File: src/rtl/control_unit_pkg.sv
// Shared definitions for the ARM-subset control unit.
//   - op_e      : instruction class in Instr[27:26]
//   - alu_ctl_e : ALUControl encodings driven to the datapath ALU
//   - imm_src_e : ImmSrc encodings driven to the extend unit
//   - cond_e    : the 16 ARM condition codes in Instr[31:28]
//   - flags_t   : stored NZCV flags, MSB first
//   - cond_holds: evaluates a condition code against stored flags
package control_unit_pkg;

  typedef enum logic [1:0] {
    OP_DP     = 2'b00,
    OP_MEM    = 2'b01,
    OP_BRANCH = 2'b10,
    OP_NONE   = 2'b11
  } op_e;

  typedef enum logic [1:0] {
    ALU_ADD = 2'b00,
    ALU_SUB = 2'b01,
    ALU_AND = 2'b10,
    ALU_ORR = 2'b11
  } alu_ctl_e;

  typedef enum logic [1:0] {
    IMM_8    = 2'b00,
    IMM_12   = 2'b01,
    IMM_24   = 2'b10,
    IMM_RSVD = 2'b11
  } imm_src_e;

  typedef enum logic [3:0] {
    COND_EQ = 4'h0, COND_NE = 4'h1, COND_CS = 4'h2, COND_CC = 4'h3,
    COND_MI = 4'h4, COND_PL = 4'h5, COND_VS = 4'h6, COND_VC = 4'h7,
    COND_HI = 4'h8, COND_LS = 4'h9, COND_GE = 4'hA, COND_LT = 4'hB,
    COND_GT = 4'hC, COND_LE = 4'hD, COND_AL = 4'hE, COND_NV = 4'hF
  } cond_e;

  // Data-processing command field Funct[4:1]
  localparam logic [3:0] CMD_ADD = 4'b0100;
  localparam logic [3:0] CMD_SUB = 4'b0010;
  localparam logic [3:0] CMD_AND = 4'b0000;
  localparam logic [3:0] CMD_ORR = 4'b1100;

  // Writing this register redirects the PC
  localparam logic [3:0] REG_PC = 4'hF;

  typedef struct packed {
    logic n;
    logic z;
    logic c;
    logic v;
  } flags_t;

  function automatic logic cond_holds(cond_e cond, flags_t f);
    logic ok;
    case (cond)
      COND_EQ: ok = f.z;
      COND_NE: ok = !f.z;
      COND_CS: ok = f.c;
      COND_CC: ok = !f.c;
      COND_MI: ok = f.n;
      COND_PL: ok = !f.n;
      COND_VS: ok = f.v;
      COND_VC: ok = !f.v;
      COND_HI: ok = f.c && !f.z;
      COND_LS: ok = !f.c || f.z;
      COND_GE: ok = (f.n == f.v);
      COND_LT: ok = (f.n != f.v);
      COND_GT: ok = !f.z && (f.n == f.v);
      COND_LE: ok = f.z || (f.n != f.v);
      COND_AL: ok = 1'b1;
      default: ok = 1'b0;  // NV: never executes
    endcase
    return ok;
  endfunction

endpackage

File: src/rtl/control_unit_cond_logic.sv
// Condition-code evaluation and the NZCV flag register.
// Ports:
//   CLK        in  clock; flags captured on rising edge
//   reset      in  asynchronous active-low; clears flags
//   cond       in  condition code of current instruction
//   alu_flags  in  {N,Z,C,V} from the ALU this cycle
//   flag_w     in  {NZ, CV} flag-write requests
//   reg_w      in  ungated register write request
//   mem_w      in  ungated memory write request
//   pcs        in  ungated PC-from-result request
//   reg_write  out gated register write enable
//   mem_write  out gated memory write enable
//   pc_src     out gated PC select
module control_unit_cond_logic
  import control_unit_pkg::*;
(
  input  logic       CLK,
  input  logic       reset,
  input  cond_e      cond,
  input  logic [3:0] alu_flags,
  input  logic [1:0] flag_w,
  input  logic       reg_w,
  input  logic       mem_w,
  input  logic       pcs,
  output logic       reg_write,
  output logic       mem_write,
  output logic       pc_src
);

  logic [3:0] flags;  // {N,Z,C,V}
  logic       cond_ex;

  // Evaluated on the flags held before the edge that may update them
  assign cond_ex = cond_holds(cond, flags_t'(flags));

  always_ff @(posedge CLK or negedge reset) begin
    if (!reset) begin
      flags <= 4'b0000;
    end else begin
      // NOTE: state registers use non-blocking assignment so every flop
      // samples pre-edge values regardless of statement order.
      if (flag_w[1] && cond_ex) flags[3:2] <= alu_flags[3:2];
      if (flag_w[0] && cond_ex) flags[1:0] <= alu_flags[1:0];
    end
  end

  assign reg_write = reg_w && cond_ex;
  assign mem_write = mem_w && cond_ex;
  assign pc_src    = pcs   && cond_ex;

endmodule

File: src/rtl/control_unit_decoder.sv
// Main and ALU decode for the ARM-subset control unit. Purely combinational.
// Ports:
//   op          in  instruction class
//   funct       in  Instr[25:20]
//   rd          in  destination register Instr[15:12]
//   reg_w       out ungated register write request
//   mem_w       out ungated memory write request
//   mem_to_reg  out writeback from memory
//   alu_src     out immediate operand B
//   imm_src     out extend select
//   alu_control out ALU operation
//   flag_w      out {NZ, CV} flag-write requests (ungated)
//   pcs         out ungated PC-from-result request
module control_unit_decoder
  import control_unit_pkg::*;
(
  input  op_e         op,
  input  logic [5:0]  funct,
  input  logic [3:0]  rd,
  output logic        reg_w,
  output logic        mem_w,
  output logic        mem_to_reg,
  output logic        alu_src,
  output imm_src_e    imm_src,
  output alu_ctl_e    alu_control,
  output logic [1:0]  flag_w,
  output logic        pcs
);

  logic branch;
  logic alu_op;

  // Main decode
  always_comb begin
    // NOTE: every output gets a default before the case so no path leaves
    // a signal unassigned, which would otherwise infer a latch.
    reg_w      = 1'b0;
    mem_w      = 1'b0;
    mem_to_reg = 1'b0;
    alu_src    = 1'b0;
    imm_src    = IMM_8;
    branch     = 1'b0;
    alu_op     = 1'b0;
    case (op)
      OP_DP: begin
        reg_w   = 1'b1;
        alu_src = funct[5];  // I bit selects immediate operand
        alu_op  = 1'b1;
      end
      OP_MEM: begin
        imm_src = IMM_12;
        alu_src = 1'b1;
        if (funct[0]) begin  // L bit: load
          reg_w      = 1'b1;
          mem_to_reg = 1'b1;
        end else begin
          mem_w = 1'b1;
        end
      end
      OP_BRANCH: begin
        imm_src = IMM_24;
        alu_src = 1'b1;
        branch  = 1'b1;
      end
      default: ;  // OP_NONE: everything stays low
    endcase
  end

  // ALU decode
  always_comb begin
    alu_control = ALU_ADD;
    flag_w      = 2'b00;
    if (alu_op) begin
      case (funct[4:1])
        CMD_ADD: alu_control = ALU_ADD;
        CMD_SUB: alu_control = ALU_SUB;
        CMD_AND: alu_control = ALU_AND;
        CMD_ORR: alu_control = ALU_ORR;
        default: alu_control = ALU_ADD;
      endcase
      // S bit requests NZ; C and V are only meaningful for arithmetic ops
      flag_w[1] = funct[0];
      flag_w[0] = funct[0] && (alu_control == ALU_ADD || alu_control == ALU_SUB);
    end
  end

  assign pcs = branch || (reg_w && rd == REG_PC);

endmodule

File: src/rtl/control_unit.sv
// Single-cycle ARM-subset control unit: decodes Instr[31:12] into datapath
// controls and gates side effects with the ARM condition code against an
// internal NZCV register. All outputs are combinational.
// Ports:
//   CLK        in  clock
//   reset      in  asynchronous active-low; clears flags
//   Instr      in  Instr[31:12]
//   ALUFlags   in  {N,Z,C,V} from the ALU
//   RegSrc     in  datapath register-source select; passes by, unused here
//   RegWrite   out register-file write enable (gated)
//   ImmSrc     out extend select
//   ALUSrc     out immediate operand B
//   ALUControl out ALU operation
//   MemWrite   out data-memory write enable (gated)
//   MemtoReg   out writeback from memory
//   PCSrc      out PC from result (gated)
module control_unit
  import control_unit_pkg::*;
(
  input  logic         CLK,
  input  logic         reset,
  input  logic [31:12] Instr,
  input  logic [3:0]   ALUFlags,
  input  logic [1:0]   RegSrc,
  output logic         RegWrite,
  output logic [1:0]   ImmSrc,
  output logic         ALUSrc,
  output logic [1:0]   ALUControl,
  output logic         MemWrite,
  output logic         MemtoReg,
  output logic         PCSrc
);

  logic       reg_w, mem_w, pcs;
  logic [1:0] flag_w;
  imm_src_e   imm_src;
  alu_ctl_e   alu_control;

  // RegSrc and Rn are datapath-only; they must not influence control
  logic unused_bits;
  assign unused_bits = ^{RegSrc, Instr[19:16]};

  control_unit_decoder u_dec (
    .op          (op_e'(Instr[27:26])),
    .funct       (Instr[25:20]),
    .rd          (Instr[15:12]),
    .reg_w       (reg_w),
    .mem_w       (mem_w),
    .mem_to_reg  (MemtoReg),
    .alu_src     (ALUSrc),
    .imm_src     (imm_src),
    .alu_control (alu_control),
    .flag_w      (flag_w),
    .pcs         (pcs)
  );

  control_unit_cond_logic u_cond (
    .CLK       (CLK),
    .reset     (reset),
    .cond      (cond_e'(Instr[31:28])),
    .alu_flags (ALUFlags),
    .flag_w    (flag_w),
    .reg_w     (reg_w),
    .mem_w     (mem_w),
    .pcs       (pcs),
    .reg_write (RegWrite),
    .mem_write (MemWrite),
    .pc_src    (PCSrc)
  );

  assign ImmSrc     = imm_src;
  assign ALUControl = alu_control;

endmodule

File: config.mk
export PLATFORM = sky130hd
export DESIGN_NAME = control_unit
export DESIGN_NICKNAME = d
export VERILOG_FILES = /design/src/rtl/control_unit_pkg.sv /design/src/rtl/control_unit_cond_logic.sv /design/src/rtl/control_unit_decoder.sv /design/src/rtl/control_unit.sv
export SDC_FILE = /design/constraint.sdc
export NUM_CORES = 1
export LEC_CHECK = 0
export BUFFER_PORTS_ARGS = -buffer_cell sky130_fd_sc_hd__buf_4
export CAP_MARGIN = 10
export CORE_MARGIN = 3
export CORE_UTILIZATION = 42
export CTS_BUF_LIST = sky130_fd_sc_hd__clkbuf_16
export CTS_CLUSTER_SIZE = 24
export DETAILED_ROUTE_END_ITERATION = 7
export HOLD_SLACK_MARGIN = 0.05
export PLACE_DENSITY = 0.88
export SYNTH_ARGS = -nofsm -noshare
export SYNTH_HDL_FRONTEND = slang
export SYNTH_HIERARCHICAL = 1
export SYNTH_SLANG_ARGS = --single-unit
export TNS_END_PERCENT = 1
File: constraint.sdc
create_clock -name CLK -period 2 [get_ports CLK]
set_clock_uncertainty 0.15 [all_clocks]
set_input_delay 0.2 -clock CLK [delete_from_list [all_inputs] [get_ports CLK]]
set_output_delay 0.2 -clock CLK [all_outputs]
set_load 0.02 [all_outputs]
Yosys cells after proc, flatten, opt, wreduce, memory -nomap -nowiden:

Cells that the tools add are included.

* register bits: 4
* logic and storage cells: 60
* output and inout bits: 9
* bits of input ports: 28

* eq/ne operators: 22
* reductions and logical operators: 22
* muxes and demuxes: 14

Operators by type and width (count)
* $eq 4x4->1 const B: 9
* $eq 4x3->1 const B: 4
* $pmux 1 s15: 1
* $eq 4x2->1 const B: 3
* $logic_and 1x1->1: 9
* $logic_not 4->1: 2
* $mux 1: 6
* $mux 2: 3
* $pmux 2 s3: 1
* $eq 2x1->1 const B: 2
* $eq 4x1->1 const B: 1
* $logic_not 1->1: 4
* $logic_not 2->1: 2
* $logic_or 1x1->1: 4
* $pmux 1 s2: 2
* $pmux 2 s2: 1
* $eq 2x2->1 const B: 1
* $reduce_or 2->1: 1
* $eq 1x1->1: 1
* $ne 1x1->1: 1

Logic depth before layout (Yosys ltp):

Gate-level depths: netlist of the first run.

* depth after elaboration: 8
* mapped depth: 7
* mapped depth without buffers: 7

Cells and area by module:

Netlist of the first run, hierarchy kept.

By module, submodules not included
* control_unit_cond_logic: instances 1, sequential area each 100.1 sq um, area an instance 440.4 sq um, cells each 46
* control_unit_decoder: instances 1, sequential area each 0.0 sq um, area an instance 172.7 sq um, cells each 22

Worst setup path before layout of the first run:

No wires, ideal clock.

* path kind: register to register
* start point: register u_cond.flags[3]
* end point: register u_cond.flags[0]
* data required time: 1.722 ns
* clock period less this slack: 1.840 ns
* setup time: 0.128 ns
* stages on the path, launching flop included: 6
* path buffers: 0
* arrival: 1.562 ns
* path slack: 0.160 ns
* cells stage by stage: dfrtp_1 > xnor2_1 > o21ai_0 > o41ai_1 > o31ai_1 > mux2_1

* longest elaborated chain between the ends: 4
* elaborated cells between the ends (all ways): 7
* classes of those cells: eq/ne: 2; mux: 1; reduce/logical: 4

Ends and longest elaborated chain
* from (decl): line control_unit_cond_logic.sv:30 `logic [3:0] flags;`
* from (signal assigned): line control_unit_cond_logic.sv:42 `if (flag_w[1] && cond_ex) flags[3:2] <= alu_flags[3:2];`
* $ne 1x1->1 or $eq 1x1->1 (tied branches)
* $logic_or 1x1->1 or $logic_and 1x1->1 (tied branches): line control_unit_pkg.sv:70, control_unit_pkg.sv:69
* $pmux 1 s15 (*): line control_unit_pkg.sv:56 `case (cond)`
* $logic_and 1x1->1 (*): line control_unit_cond_logic.sv:43 `if (flag_w[0] && cond_ex) flags[1:0] <= alu_flags[1:0];`

Every way passes the cells marked *; elsewhere a longest branch is shown, timed or not.
A chain may end at the register's enable or synchronous reset.

Worst setup path in the final report of the first run:

* start point: register u_cond.flags[3]
* end point: output PCSrc

* longest elaborated chain between the ends: 4
* elaborated cells between the ends (all ways): 7
* classes of those cells: eq/ne: 2; mux: 1; reduce/logical: 4

Ends and longest elaborated chain
* $ne 1x1->1 or $eq 1x1->1 (tied branches)
* $logic_or 1x1->1 or $logic_and 1x1->1 (tied branches): line control_unit_pkg.sv:70, control_unit_pkg.sv:69
* $pmux 1 s15 (*): line control_unit_pkg.sv:56
* $logic_and 1x1->1 (*): line control_unit_cond_logic.sv:49 `assign pc_src = pcs && cond_ex;`
* to (decl): line control_unit.sv:31 `output logic PCSrc`

Marked as above.

==> metrics.sh, run 1 <==
SYN-CELL-AREA_UM2=613.1
SYNTH-SEQ-CELLS=4
CRITICAL_PATH.ENDPOINT_TYPE='primary output'
FMAXACHIEVABLE_GHz=0.4678
POWER-PER-CELL-AREA_mW_PER_MM2=892.7
FINAL.FILL_COUNT=94
LAYOUT_CELL_SHARE_WITH_DRIVE_STRENGTH_BEYOND_1=0.4660
OVERFLOW=0
NUMPORTBUFFERS=30
AREA_GROWTH_PCT=64.08
POST-ROUTE-PERIOD-UTIL=1.069
FIN_WS_NS=-0.1375
FINAL_DESIGN_AREA_NO_FILL_MM2=0.001006
MOST-COMMON-LAYOUT-CELLS='buf_4, and2_1, ha_1'
CRIT_PATH_END='PCSrc'
VDD.IR_DROP.WORST_uV=837.5
FINAL_COMMON_CELL='buf_4'
WORST_PATH_LARGEST_CELL_DELAY_NS=0.41
GRT_PASS1_VIAS=670
DRT-VIAS-PER-INSTANCE=5.483
CLOCK_PATH_BUFFERS=2
GR-USAGE-ALL-LAYERS=0.1945
SETUP.WORST_PATH.START='u_cond/flags[3]$_DFFE_PN0P_'
MAXSLEWVIOLCOUNT=0
CRIT_PATH_TIME_FINAL_NS=2.138
ROUTED_WIRE_LENGTH_PER_INSTANCE_UM=15.65
DRT_WL_TOTAL_MM=1.847
WORSTPATHCELLLIST='buf_6 -> mux2i_4 -> o22ai_2 -> nor4_2 -> o21ai_1 -> and2_1 -> buf_6'
PRE_CTS_SLACK_NS=-0.1001
DIE_H_UM=44.21
FINAL-HOLD-VIOLATION-COUNT=0
NET_COUNT_SYNTH=101
LARGEST_REGISTER='u_cond/flags'
GRT_SETUP_UNREPAIRED='yes'
IO-PIN-COUNT=37
POST_SYNTH_MAIN_AREA_CONTRIBUTORS='dfrtp_1, ha_1, mux2_1, and2_1, buf_6'
TIMING.MAX_SLEW.REL_SLACK=0.7098
YS.FLOP_TYPE='dfrtp_1'
OVERALL_DIE_AREA_MM2=0.001954
CORE_MM2=0.001334
POWER.SHARE.SEQUENTIAL=0.200
SYNTHESIS.INSTANCES=68
STATUS='complete, but fails checks'
TIMING.CRITICAL_PATH.FANOUT_MAX=3
CRITICALPATHCATEGORY='reg2out'
SYNTH-EDFF-COUNT=0
RRSETUPSLACK_NS=-0.13
YOSYSUNIQUECELLTYPES=37
CELL_INTERNAL_PWR_mW=0.6029
POWER_FRAC_CLOCK=0.348
FINAL-SEQ-AREA_UM2=100.1
FINAL_NET_COUNT=138
VIAS=647
MOST_FREQUENT_CELL_ON_CRITICAL_PATH='buf_6'
LARGEST_REGISTERS='u_cond/flags x4'
FINALSETUPVIOLCOUNT=7
SYN-MEAN-INSTANCE-AREA_UM2=9.016
POWER.STATIC_LEAKAGE_nW=0.4837
ANTENNA_LEFT=0
VIOLATIONS='negative setup slack'
GP_CONGESTION=0.6934
REGTOREGSTARTPOINT='u_cond/flags[0]$_DFFE_PN0P_'
CLOCK_LATENCY_AT_THE_LATER_PIN_OF_THE_WORST_SKEW_PAIR_NS=0.22
NUMBER_OF_WARNINGS_PRINTED_DURING_YOSYS_SYNTHESIS=6
CTS-BUFFERS-INSERTED=3
AREA_FRACTION_OF_THE_DOMINANT_CELL_TYPE_AFTER_SYNTHESIS=0.1633
GRT_ANTENNA_BEFORE_REPAIR=0
SWITCHINGPOWER_mW=0.2951
PWR-SHARE-COMB=0.452
MIN-DELAY-PATH-CLASS='in2reg'
RR_ENDPOINT='u_cond/flags[0]$_DFFE_PN0P_'
PLACEDINSTANCEAREA_UM2=837.1
TOTAL_NUMBER_OF_PLACEMENT_ROWS=13
WIRE_LENGTH_OF_THE_FIRST_GLOBAL_ROUTING_PASS_MM=2.829
FIRST_PASS_ITERS=3
DR.FIRST_ITER.DRC_COUNT=4
DIE_X_UM=44.21
SYNTH-ASYNC-RESET-RATIO=1.000
INITIAL_UTILIZATION=0.4597
STARTPOINT_TYPE='flip-flop'
CP_DATA_ARRIVAL_TIME_NS=1.79
CTSROOTBUFFERMASTER='clkbuf_16'
MULTI_INPUT_AREA_UM2=509.2
SYNTH_SEQUENTIAL_AREA_RATIO=0.1633
CLOCK_SINKS=4
SLEW_WORST_PIN_NS=0.4316
FLIP_FLOP_COUNT_OF_THE_LARGEST_REGISTER_AFTER_LAYOUT=4
PLACE.DETAILED.HPWL_MM=1.323
POST-SYNTH-TOP-AREA-CELL='dfrtp_1'
ANTENNA_CELLS_INSERTED=0
CTS-HTREE-LEVELS=1
CTS_TREE='yes'
DRC_ERRORS=0
MAX-CAP-VIOLATIONS=0
PIN_COUNT_OF_THE_BIGGEST_NET_ENTERING_GLOBAL_ROUTING=12
CLKSLEWWORSTSETUPHOLDPATHS_NS=0.03
WORST-ENDPOINT-REQUIRED_NS=1.65
SWITCHING_SHARE=0.3287
REG2REG_DEPTH=6
CRITPATHSLOWESTCELL='dfrtp_1'
==> power groups by stage <==
stage               Sequential [mW]  Clock (mW)  Combinational [mW]
floorplan                     0.153           0               0.199
global placement              0.158           0               0.290
detailed placement            0.165           0               0.307
CTS                           0.170       0.314               0.334
global route                  0.185       0.322               0.432
finish                        0.180       0.313               0.406
==> layout make-up <==
type | instances | share of cell area
Multi-Input combinational cell | 56 | 0.5062
Timing Repair Buffer | 36 | 0.2861
Sequential cell | 4 | 0.09950
Clock buffer | 3 | 0.07463
Tap cell | 15 | 0.01866
Inverter | 4 | 0.01493
==> repair_timing <==
action,CTS,global route
pin swaps,6,5
cloned,0,0
setup endpoints to repair,7,7
gates resized for setup,5,8
endpoints found under the hold margin,4,0
hold buffers,1,0
setup buffers,1,2
==> worst max-delay path, delay by kind of cell, from the launching register on <==
kind / cells / cell delay [ns]
compound gates: 2 / 0.25
simple gates: 2 / 0.47
buf+inv: 2 / 0.28
mux: 1 / 0.15
flops: 1 / 0.41
==> synthesized netlist by cell type (2+ instances only) <==
master and n:
o22ai_1 2, mux2_2 2, nand4b_1 2, buf_6 2, dfrtp_1 4, xor2_1 2, ha_1 5, a21o_1 2
nor2b_1 3, inv_1 4, a21oi_1 2, mux2_1 4, and2_1 5, o21ai_0 2, o41ai_1 2, or3b_1 2
nand3b_1 2, o31ai_1 2
==> per-layer routing <==
layer  share of wire  vias up  wire (µm)  GRT usage
li1                -      321          -          -
met2            0.53       17        985     0.3430
met4           0.030        0         56     0.1205
met3           0.038        6         71    0.04065
met5               0        -          0          0
met1            0.40      303        734     0.2090
==> cells by family (layout without fill, tap and decap cells) <==
logic type / after synthesis / after routing / share of synthesized area
simple gates: 26 / 26 / 0.3102
xor+xnor: 3 / 3 / 0.04286
flops: 4 / 4 / 0.1633
fa+ha+maj: 5 / 5 / 0.1020
mux: 7 / 7 / 0.1265
buf+inv: 8 / 43 / 0.08162
compound gates: 15 / 15 / 0.1735
==> metrics by stage <==
| step | setup TNS [ns] | instances | utilization | hold WS [ns] | total power [mW] |
|---|---|---|---|---|---|
| final | -0.8518 | 118 | 0.7542 | 0.05072 | 0.8980 |
| after global routing | -1.347 | 118 | 0.7542 | 0.06199 | 0.9391 |
| after CTS | -0.5026 | 116 | 0.7111 | 0.05351 | 0.8185 |
| after detailed placement | -0.4605 | 111 | 0.6276 | -0.1506 | 0.4719 |
| after global placement | 0 | 111 | 0.6276 | -0.1549 | 0.4482 |
| after floorplan | 0 | 68 | - | -0.2456 | 0.3519 |
==> worst min-delay path by stage <==
| stage | from | end | slack [ns] | cells past startpoint |
|---|---|---|---|---|
| floorplan | reset | u_cond/flags[0]$_DFFE_PN0P_ | -0.25 | 0 |
| global placement | reset | u_cond/flags[1]$_DFFE_PN0P_ | -0.15 | 1 |
| detailed placement | reset | u_cond/flags[0]$_DFFE_PN0P_ | -0.15 | 1 |
| CTS | ALUFlags[1] | u_cond/flags[1]$_DFFE_PN0P_ | 0.05 | 2 |
| global route | ALUFlags[3] | u_cond/flags[3]$_DFFE_PN0P_ | 0.06 | 2 |
| finish | ALUFlags[1] | u_cond/flags[1]$_DFFE_PN0P_ | 0.05 | 2 |
No activity file was read; power rests on OpenSTA's default activity.
==> run 2, diff against run 1 <==
==> constraint.sdc (replaced) <==
create_clock -name CLK -period 2 [get_ports CLK]
set_clock_uncertainty 0.15 [all_clocks]
set_input_delay 0.1 -clock CLK [delete_from_list [all_inputs] [get_ports CLK]]
set_output_delay 0.1 -clock CLK [all_outputs]
set_load 0.02 [all_outputs]
==> run 2 against run 1 <==
Effect of this change:
- the run still ends with negative setup slack left
- sequential power down 4%
- critical path depth down 1
- total power down 5.2%
- global-route usage down 1.2 points
- highest routed layer unchanged
==> metrics.sh, run 2 (synthesis results as in run 1) <==
STATUS='complete, but fails checks'
VIOLATIONS='negative setup slack'
WORST-ENDPOINT-REQUIRED_NS=1.75
FLIP_FLOP_COUNT_OF_THE_LARGEST_REGISTER_AFTER_LAYOUT=4
OVERALL_DIE_AREA_MM2=0.001954
MAXSLEWVIOLCOUNT=0
CRITICALPATHCATEGORY='reg2out'
RRSETUPSLACK_NS=-0.03
CLOCK_LATENCY_AT_THE_LATER_PIN_OF_THE_WORST_SKEW_PAIR_NS=0.22
TOTAL_NUMBER_OF_PLACEMENT_ROWS=13
CP_DATA_ARRIVAL_TIME_NS=1.82
DRT-VIAS-PER-INSTANCE=5.658
TIMING.CRITICAL_PATH.FANOUT_MAX=4
MOST-COMMON-LAYOUT-CELLS='buf_4, dlygate4sd3_1, ha_1'
FINAL_DESIGN_AREA_NO_FILL_MM2=0.001022
CTS_TREE='yes'
LARGEST_REGISTERS='u_cond/flags x4'
CRITPATHSLOWESTCELL='dfrtp_1'
GRT_SETUP_UNREPAIRED='yes'
CLOCK_SINKS=4
IO-PIN-COUNT=37
PIN_COUNT_OF_THE_BIGGEST_NET_ENTERING_GLOBAL_ROUTING=12
GR-USAGE-ALL-LAYERS=0.1828
FIN_WS_NS=-0.07008
DRC_ERRORS=0
FINALSETUPVIOLCOUNT=7
GRT_ANTENNA_BEFORE_REPAIR=0
MAX-CAP-VIOLATIONS=0
PLACE.DETAILED.HPWL_MM=1.246
MIN-DELAY-PATH-CLASS='in2async'
CLKSLEWWORSTSETUPHOLDPATHS_NS=0.03
POWER_FRAC_CLOCK=0.358
DRT_WL_TOTAL_MM=1.750
FMAXACHIEVABLE_GHz=0.4831
POWER.TOTAL_mW=0.8510
DR.FIRST_ITER.DRC_COUNT=5
CTSROOTBUFFERMASTER='clkbuf_16'
WORST_PATH_LARGEST_CELL_DELAY_NS=0.43
POWER.STATIC_LEAKAGE_nW=0.4934
GP_CONGESTION=0.7042
POWER-PER-CELL-AREA_mW_PER_MM2=832.5
FINAL_COMMON_CELL='buf_4'
WIRE_LENGTH_OF_THE_FIRST_GLOBAL_ROUTING_PASS_MM=2.670
LAYOUT_CELL_SHARE_WITH_DRIVE_STRENGTH_BEYOND_1=0.4476
ANTENNA_CELLS_INSERTED=0
FINALHOLDWORSTSLACK_NS=0.08375
WORSTPATHCELLLIST='and3b_1 -> a22o_1 -> nor4_2 -> o21ai_1 -> and2_1 -> buf_6'
CRITICAL_PATH.ENDPOINT_TYPE='primary output'
NUMPORTBUFFERS=30
LARGEST_REGISTER='u_cond/flags'
FINALCOREUTILIZATION=0.7664
INITIAL_UTILIZATION=0.4597
ANTENNA_LEFT=0
ROUTED_WIRE_LENGTH_PER_INSTANCE_UM=14.58
PRE_CTS_SLACK_NS=-0.05126
TIMING.MAX_SLEW.REL_SLACK=0.7282
SLEW_WORST_PIN_NS=0.4042
CRIT_PATH_TIME_FINAL_NS=2.070
POST-ROUTE-PERIOD-UTIL=1.035
CTS-BUFFERS-INSERTED=3
CELL_INTERNAL_PWR_mW=0.5771
VDD.IR_DROP.WORST_uV=782.7
DIE_H_UM=44.21
DIE_X_UM=44.21
SWITCHINGPOWER_mW=0.2739
FIRST_PASS_ITERS=4
OVERFLOW=0
FINAL_NET_COUNT=140
SWITCHING_SHARE=0.3218
PLACEDINSTANCEAREA_UM2=837.1
STARTPOINT_TYPE='flip-flop'
GRT_PASS1_VIAS=642
FINAL-HOLD-VIOLATION-COUNT=0
CTS-HTREE-LEVELS=1
VIAS=679
AREA_GROWTH_PCT=66.73
PWR-SHARE-COMB=0.438
POWER.SHARE.SEQUENTIAL=0.203
CORE_MM2=0.001334
CLOCK_PATH_BUFFERS=2
==> run 2: changes by cell type in the layout (fill, tap and decap cells not counted), sizes merged <==
cell | previous run | this run
buf | 35 | 33
dlygate4sd3 | 1 | 5
==> run 2: through the flow <==
stage | cells | TNS, ns
after floorplan | 68 | 0
after global placement | 111 | 0
after detailed placement | 111 | -0.2008
after CTS | 120 | -0.003576
after global routing | 120 | -0.7234
final | 120 | -0.2893
==> run 2: worst paths after layout <==
path                                                   from                     endpoint  cells past startpoint
worst min-delay path                                  reset  u_cond/flags[1]$_DFFE_PN0P_                      2
max in group asynchronous                             reset  u_cond/flags[3]$_DFFE_PN0P_                      2
worst max-delay path            u_cond/flags[0]$_DFFE_PN0P_                     MemWrite                      6
worst min register to register  u_cond/flags[1]$_DFFE_PN0P_  u_cond/flags[1]$_DFFE_PN0P_                      1
worst max register to register  u_cond/flags[0]$_DFFE_PN0P_  u_cond/flags[2]$_DFFE_PN0P_                      6
min in group CLK                                  Instr[21]  u_cond/flags[0]$_DFFE_PN0P_                      5
==> run 2: power by group through the flow <==
stage | Combinational, mW | Sequential (mW) | Clock (mW)
2_1_floorplan | 0.199 | 0.153 | 0
3_3_place_gp | 0.291 | 0.158 | 0
3_5_place_dp | 0.307 | 0.163 | 0
4_1_cts | 0.343 | 0.169 | 0.310
5_1_grt | 0.399 | 0.177 | 0.320
6_report | 0.373 | 0.173 | 0.305
==> run 2: final cells by class <==
type / count / area (µm²)
clock buffer: 3 / 75.07
fill: 90 / 311.5
inverter: 4 / 15.01
multi-input combinational: 56 / 504.2
sequential: 4 / 100.1
tap: 15 / 18.77
timing repair buffer: 38 / 309.0
==> run 2: critical path, delay by kind of cell (launching register included) <==
kind | cells | cell delay (ns)
simple gates | 3 | 0.65
flops | 1 | 0.43
compound gates | 2 | 0.39
buf+inv | 1 | 0.13
==> run 2: metal layers <==
| layer | GRT usage | up-vias | share of wire |
|---|---|---|---|
| met5 | 0 | - | 0 |
| met4 | 0.06627 | 0 | 0.012 |
| met3 | 0.05285 | 4 | 0.039 |
| met2 | 0.3285 | 18 | 0.55 |
| met1 | 0.2015 | 328 | 0.40 |
| li1 | - | 329 | - |
==> run 2: what timing repair did <==
action,4_1_cts,5_1_grt
buffers inserted,1,0
endpoints found under the setup margin,7,7
hold buffers,5,0
endpoints found under the hold margin,8,0
pin swaps,6,2
resized for setup,6,6
